$ cat config.mk
export PLATFORM = sky130hd
export DESIGN_NAME = button_conditioner_flat
export DESIGN_NICKNAME = d
export VERILOG_FILES = /design/src/rtl/button_conditioner_if.sv /design/src/rtl/button_conditioner.sv /design/src/flat_wrapper.sv
export SDC_FILE = /design/constraint.sdc
export NUM_CORES = 1
export LEC_CHECK = 0
export CAP_MARGIN = 40
export CELL_PAD_IN_SITES_DETAIL_PLACEMENT = 1
export CELL_PAD_IN_SITES_GLOBAL_PLACEMENT = 1
export CORE_MARGIN = 4
export CORE_UTILIZATION = 35
export DETAILED_ROUTE_END_ITERATION = 16
export GPL_TIMING_DRIVEN = 1
export PLACE_DENSITY_LB_ADDON = 0.08
export SLEW_MARGIN = 10
export SYNTH_ARGS = -nofsm -noshare
export SYNTH_HDL_FRONTEND = slang
export SYNTH_SLANG_ARGS = --single-unit
$ cat constraint.sdc
create_clock -name clock -period 1.16 [get_ports clock]
set_input_delay 0.29 -clock clock [delete_from_list [all_inputs] [get_ports clock]]
set_output_delay 0.29 -clock clock [all_outputs]
set_load 0.03 [all_outputs]
$ cat src/rtl/button_conditioner_if.sv
// Button bundle between the board pins and the conditioner.
// The master side drives the raw buttons and the slave side (the
// conditioner) returns the debounced levels and event pulses.
`timescale 1ns/1ps
interface button_conditioner_if #(
    parameter int N_BUTTONS = 4
);
    logic [N_BUTTONS-1:0] button_i;   // raw board buttons, active-low
    logic [N_BUTTONS-1:0] button_o;   // debounced level, active-low
    logic [N_BUTTONS-1:0] pressed_o;  // debounced level, active-high
    logic [N_BUTTONS-1:0] press_o;    // one-cycle pulse per debounced press
    logic [N_BUTTONS-1:0] release_o;  // one-cycle pulse per debounced release
    logic [N_BUTTONS-1:0] hold_o;     // one-cycle pulse per long hold

    modport master (
        output button_i,
        input  button_o, pressed_o, press_o, release_o, hold_o
    );

    modport slave (
        input  button_i,
        output button_o, pressed_o, press_o, release_o, hold_o
    );
endinterface

$ cat src/rtl/button_conditioner.sv
// Push-button front end for the stopwatch. Each lane synchronises its
// raw active-low button, debounces it, and derives press/release and
// long-hold pulses. Lanes share nothing but the clock and reset.
`timescale 1ns/1ps
module button_conditioner #(
    parameter int N_BUTTONS       = 4,
    parameter int DEBOUNCE_CYCLES = 4,
    parameter int HOLD_CYCLES     = 8
) (
    input  logic                 clock,
    input  logic                 reset_n_i,
    button_conditioner_if.slave  btn
);

    localparam int DW = (DEBOUNCE_CYCLES > 1) ? $clog2(DEBOUNCE_CYCLES + 1) : 1;
    localparam int HW = $clog2(HOLD_CYCLES + 1);

    localparam logic [DW-1:0] D_LAST    = DW'(DEBOUNCE_CYCLES - 1);
    localparam logic [HW-1:0] HOLD_MAX  = HW'(HOLD_CYCLES);
    localparam logic [HW-1:0] HOLD_LAST = HW'(HOLD_CYCLES - 1);

    // Hold counter: clears while released, counts up while pressed and
    // sticks at HOLD_CYCLES so the hold pulse cannot repeat within one press.
    function automatic logic [HW-1:0] hold_sat_inc(input logic pressed,
                                                   input logic [HW-1:0] hcnt);
        if (!pressed)
            return '0;
        else if (hcnt < HOLD_MAX)
            return hcnt + HW'(1);
        else
            return HOLD_MAX;
    endfunction

    logic [N_BUTTONS-1:0] pressed_v;
    logic [N_BUTTONS-1:0] press_v;
    logic [N_BUTTONS-1:0] release_v;
    logic [N_BUTTONS-1:0] hold_v;

    for (genvar n = 0; n < N_BUTTONS; n++) begin : g_lane
        logic          sync_p0;
        logic          sync_p1;
        logic          pressed;
        logic [DW-1:0] dcnt;
        logic [DW-1:0] dcnt_nxt;
        logic          pressed_nxt;
        logic          rise;
        logic          fall;
        logic [HW-1:0] hcnt;
        logic          press_q;
        logic          release_q;
        logic          hold_q;

        // Two-flop synchroniser; inverts so the lane works active-high.
        always_ff @(posedge clock or negedge reset_n_i) begin
            if (!reset_n_i) begin
                sync_p0 <= 1'b0;
                sync_p1 <= 1'b0;
            end else begin
                sync_p0 <= ~btn.button_i[n];
                sync_p1 <= sync_p0;
            end
        end

        // Debounce decision: accept a new level only after DEBOUNCE_CYCLES
        // consecutive disagreeing samples; any agreeing sample restarts.
        always_comb begin
            pressed_nxt = pressed;
            dcnt_nxt    = '0;
            rise        = 1'b0;
            fall        = 1'b0;
            if (sync_p1 != pressed) begin
                if (dcnt == D_LAST) begin
                    pressed_nxt = sync_p1;
                    rise        = sync_p1;
                    fall        = ~sync_p1;
                end else begin
                    dcnt_nxt = dcnt + DW'(1);
                end
            end
        end

        // Debounced level and its edge pulses, registered together so the
        // pulse lines up with the new level.
        always_ff @(posedge clock or negedge reset_n_i) begin
            if (!reset_n_i) begin
                pressed   <= 1'b0;
                dcnt      <= '0;
                press_q   <= 1'b0;
                release_q <= 1'b0;
            end else begin
                pressed   <= pressed_nxt;
                dcnt      <= dcnt_nxt;
                press_q   <= rise;
                release_q <= fall;
            end
        end

        // Long-hold detection: pulse on the edge the counter reaches its
        // saturation value; re-arms only once the button is released.
        always_ff @(posedge clock or negedge reset_n_i) begin
            if (!reset_n_i) begin
                hcnt   <= '0;
                hold_q <= 1'b0;
            end else begin
                hcnt   <= hold_sat_inc(pressed, hcnt);
                hold_q <= pressed && (hcnt == HOLD_LAST);
            end
        end

        assign pressed_v[n] = pressed;
        assign press_v[n]   = press_q;
        assign release_v[n] = release_q;
        assign hold_v[n]    = hold_q;
    end

    assign btn.pressed_o = pressed_v;
    assign btn.button_o  = ~pressed_v;
    assign btn.press_o   = press_v;
    assign btn.release_o = release_v;
    assign btn.hold_o    = hold_v;

endmodule
$ cat src/flat_wrapper.sv
// flat-port wrapper written by rule: the top's interface ports become plain ports
module button_conditioner_flat 
#(
    parameter int N_BUTTONS       = 4,
    parameter int DEBOUNCE_CYCLES = 4,
    parameter int HOLD_CYCLES     = 8
)
  (clock, reset_n_i, btn_button_i, btn_button_o, btn_pressed_o, btn_press_o, btn_release_o, btn_hold_o);
  button_conditioner_if #(.N_BUTTONS(N_BUTTONS)) btn_i ();
  input  logic clock;
  input  logic reset_n_i;
  input wire logic [$bits(btn_i.button_i)-1:0] btn_button_i;
  output wire logic [$bits(btn_i.button_o)-1:0] btn_button_o;
  output wire logic [$bits(btn_i.pressed_o)-1:0] btn_pressed_o;
  output wire logic [$bits(btn_i.press_o)-1:0] btn_press_o;
  output wire logic [$bits(btn_i.release_o)-1:0] btn_release_o;
  output wire logic [$bits(btn_i.hold_o)-1:0] btn_hold_o;
  assign btn_i.button_i = btn_button_i;
  assign btn_button_o = btn_i.button_o;
  assign btn_pressed_o = btn_i.pressed_o;
  assign btn_press_o = btn_i.press_o;
  assign btn_release_o = btn_i.release_o;
  assign btn_hold_o = btn_i.hold_o;
  button_conditioner #(.N_BUTTONS(N_BUTTONS), .DEBOUNCE_CYCLES(DEBOUNCE_CYCLES), .HOLD_CYCLES(HOLD_CYCLES)) u_core (.clock(clock), .reset_n_i(reset_n_i), .btn(btn_i));
endmodule
==> flow_metrics.py <==
metrics = {
    "timing": {
        "finClkSkew_ns": 0.00893,
        "final.setup.tns_ns": -0.387,
        "period_share_pct": 107,
        "grt_setup_unrepaired": "true",
        "fin_crit_ns": 1.24,
        "slew_headroom_pct": 81.8,
        "max_freq_mhz": 806,
        "slew_violations": 0,
        "worst_pin_slew_ns": 0.272,
        "setup_viol_count_final": 9,
        "hold_violations": 0,
        "holdWs_ns": 0.358,
        "setup_slack_ns": -0.0800,
    },
    "clock_network": {
        "ctsLongestPathBuffers": 2,
        "clk_pin_slew_ns": 0.09,
        "cts.sinks": 52,
        "cts_tree": "built",
        "cts_buffers": 5,
        "clock_latency_ns": 0.30,
        "root_buffer": "clkbuf_8",
        "htreeDepth": 2,
    },
    "worst_setup_path": {
        "r2r_slack_ns": -0.01,
        "cp-start-kind": "register",
        "crit_required_ns": 0.87,
        "cp-startpoint": "u_core.g_lane[2].pressed$_DFFE_PN0P_",
        "r2r-start": "u_core.g_lane[1].dcnt[0]$_DFF_PN0_",
        "worstSetupPathType": "register to output pin",
        "cp.arrival_ns": 0.95,
        "cp-endpoint": "btn_button_o[2]",
        "ff2ff_path_depth": 3,
        "crit_path_max_fanout": 4,
        "critPathCaptureType": "output pin",
        "r2r_end": "u_core.g_lane[1].pressed$_DFFE_PN0P_",
    },
    "die": {
        "die_area_um2": 6960,
        "num_io_pins": 26,
        "rows": 27,
        "fp.coreArea_um2": 5510,
        "initial_core_util_pct": 36.2,
        "fp.dieH_um": 83.4,
        "die_w_um": 83.4,
    },
    "logic_synthesis": {
        "ys_types": 16,
        "synth_seq_cells": 52,
        "mappedNetlistArea_um2": 1990,
        "yosysWarnings": 0,
        "netlist.area_leader.share_pct": 65.3,
        "seq_area_frac_synth_pct": 65.3,
        "synth_nets": 170,
        "yosys.area.top_type": "dfrtp_1",
        "synth.avg_cell_area_um2": 12.8,
        "synth_area_leaders": "dfrtp_1 (65%), buf_4 (6.0%), ha_1 (5.0%)",
        "syn_inst": 156,
    },
    "placed_design": {
        "dp_slack_ns": -0.0659,
        "dp.cells": 241,
        "portBuffers": 25,
        "placedInstanceArea_um2": 2210,
        "dpl.hpwl_um": 2340,
        "place_congestion": 0.733,
    },
    "global_routing": {
        "overflow": 0,
        "track_usage_pct": 11.1,
        "grt_pass1_wl_um": 6070,
        "grt_pass1_vias": 1307,
        "grt_max_degree": 53,
        "antenna_found_initial": 0,
    },
    "detailed_routing": {
        "remaining_drc_errors": 0,
        "dr.pass1.iters": 3,
        "drtIter0Drc": 18,
        "avgViaCountPerCell": 4.46,
        "post_drt_wl_per_cell_um": 13.0,
        "drtAntennaViolNets": 0,
        "vias": 1182,
        "wirelength_um": 3430,
    },
    "cells_and_area": {
        "final_common_cell": "dfrtp_1",
        "final_util_pct": 46.6,
        "num-nets-final": 206,
        "final_cell_mix": "dfrtp_1 (49), buf_4 (24), nor2_1 (20), buf_6 (13), nor3b_1 (11)",
        "layout-drive-gt1-share_pct": 35.2,
        "num_antenna_cells": 0,
        "fin_cells": 265,
        "final_cell_area_um2": 2560,
        "synthToLayoutAreaGrowth_pct": 28.7,
    },
    "outcome": {
        "violations": "setup timing",
        "status": "finished, violations left",
    },
    "min_path": {
        "hp-class": "register to register",
        "hp-start": "u_core.g_lane[1].sync_p0$_DFF_PN0_",
    },
    "power": {
        "power_density_nw_per_um2": 2310,
        "p_clk_share_pct": 20.3,
        "p_switching_mw": 1.93,
        "p_comb_share_pct": 38.0,
        "finalPower_mw": 5.91,
        "worst_ir_drop_vdd_mv": 1.06,
        "intPower_mw": 3.98,
        "power_frac_seq_pct": 41.7,
        "p_leak_nw": 1.25,
        "switching_share_pct": 32.7,
    },
    "run": {
        "cap_violations": 0,
    },
}
==> logic make-up (layout without fill, tap and decap cells) <==
logic type	count (synthesis)	count (layout)	share of synthesized area, %
adder cells (fa/ha/maj)	8	8	5.03
AO/OA/AOI/OAI	4	4	1.26
flip-flops	52	52	65.3
AND/OR/NAND/NOR	52	52	14.3
multiplexers	4	4	2.26
XOR/XNOR	8	8	3.52
buffers and inverters	28	65	8.29
==> per-layer routing <==
| metal | vias up | wire length (µm) | part of all wire [%] | GRT usage (%) |
|---|---|---|---|---|
| met5 | - | 0 | 0 | 0 |
| met4 | 0 | 65 | 1.9 | 4.82 |
| met3 | 7 | 153 | 4.5 | 3.67 |
| met2 | 18 | 1700 | 50 | 17.8 |
| met1 | 604 | 1510 | 44 | 13.5 |
| li1 | 553 | - | - | - |
==> sequential cells by signal, summed over array words and instances, names as in the netlist <==
| signal | cells |
|---|---|
| u_core.g_lane.sync_p0 | 4 |
| u_core.g_lane.release_q | 4 |
| u_core.g_lane.hold_q | 4 |
| u_core.g_lane.hcnt | 16 |
| u_core.g_lane.pressed | 4 |
| u_core.g_lane.press_q | 4 |
| u_core.g_lane.sync_p1 | 4 |
| u_core.g_lane.dcnt | 12 |
==> area by class of cell <==
type | count | area (µm²)
Fill cell | 588 | 2940
Sequential cell | 52 | 1310
Multi-Input combinational cell | 76 | 592
Timing Repair Buffer | 45 | 422
Tap cell | 72 | 90.1
Clock buffer | 6 | 72.6
Inverter | 12 | 47.5
Clock inverter | 2 | 35.0
==> worst min path at each step <==
| stage | endpoint | slack [ns] | cells after the start |
|---|---|---|---|
| 6_report | u_core.g_lane[1].sync_p1$_DFF_PN0_ | 0.36 | 0 |
| 5_1_grt | u_core.g_lane[1].sync_p1$_DFF_PN0_ | 0.37 | 0 |
| 4_1_cts | u_core.g_lane[1].sync_p1$_DFF_PN0_ | 0.36 | 0 |
| 3_5_place_dp | u_core.g_lane[3].hcnt[2]$_DFF_PN0_ | 0.31 | 2 |
| 3_3_place_gp | u_core.g_lane[3].hcnt[2]$_DFF_PN0_ | 0.30 | 2 |
| 2_1_floorplan | u_core.g_lane[0].dcnt[0]$_DFF_PN0_ | -0.006 | 0 |
==> power groups by stage <==
stage	Combinational, mW	Sequential, mW	Clock [mW]
after floorplan	1.17	2.42	0
after global placement	1.54	2.48	0
after detailed placement	1.62	2.51	0
after CTS	2.06	2.46	1.25
after global routing	2.47	2.51	1.34
final	2.25	2.46	1.20
==> critical path, cell delays in order (launching register included) <==
cell     delay [ns]
dfrtp_2        0.45
inv_2          0.08
buf_6          0.12
==> Yosys cell counts <==
master,number
and2b_2,1
nor3b_1,11
inv_1,12
nor2_1,20
nand2b_1,7
and3_2,1
a31oi_1,4
dfrtp_1,52
and3b_1,3
mux2_2,4
nand2_1,4
nor2b_1,1
xnor2_1,8
nor3_1,4
buf_4,16
ha_1,8
==> timing repair <==
item | CTS | global route
pin swaps | 0 | 1
hold buffers | 1 | 0
resized for setup | 18 | 14
setup endpoints to repair | 9 | 25
setup buffers | 9 | 6
hold endpoints to repair | 52 | 0
(Power assumes the default switching activity.)
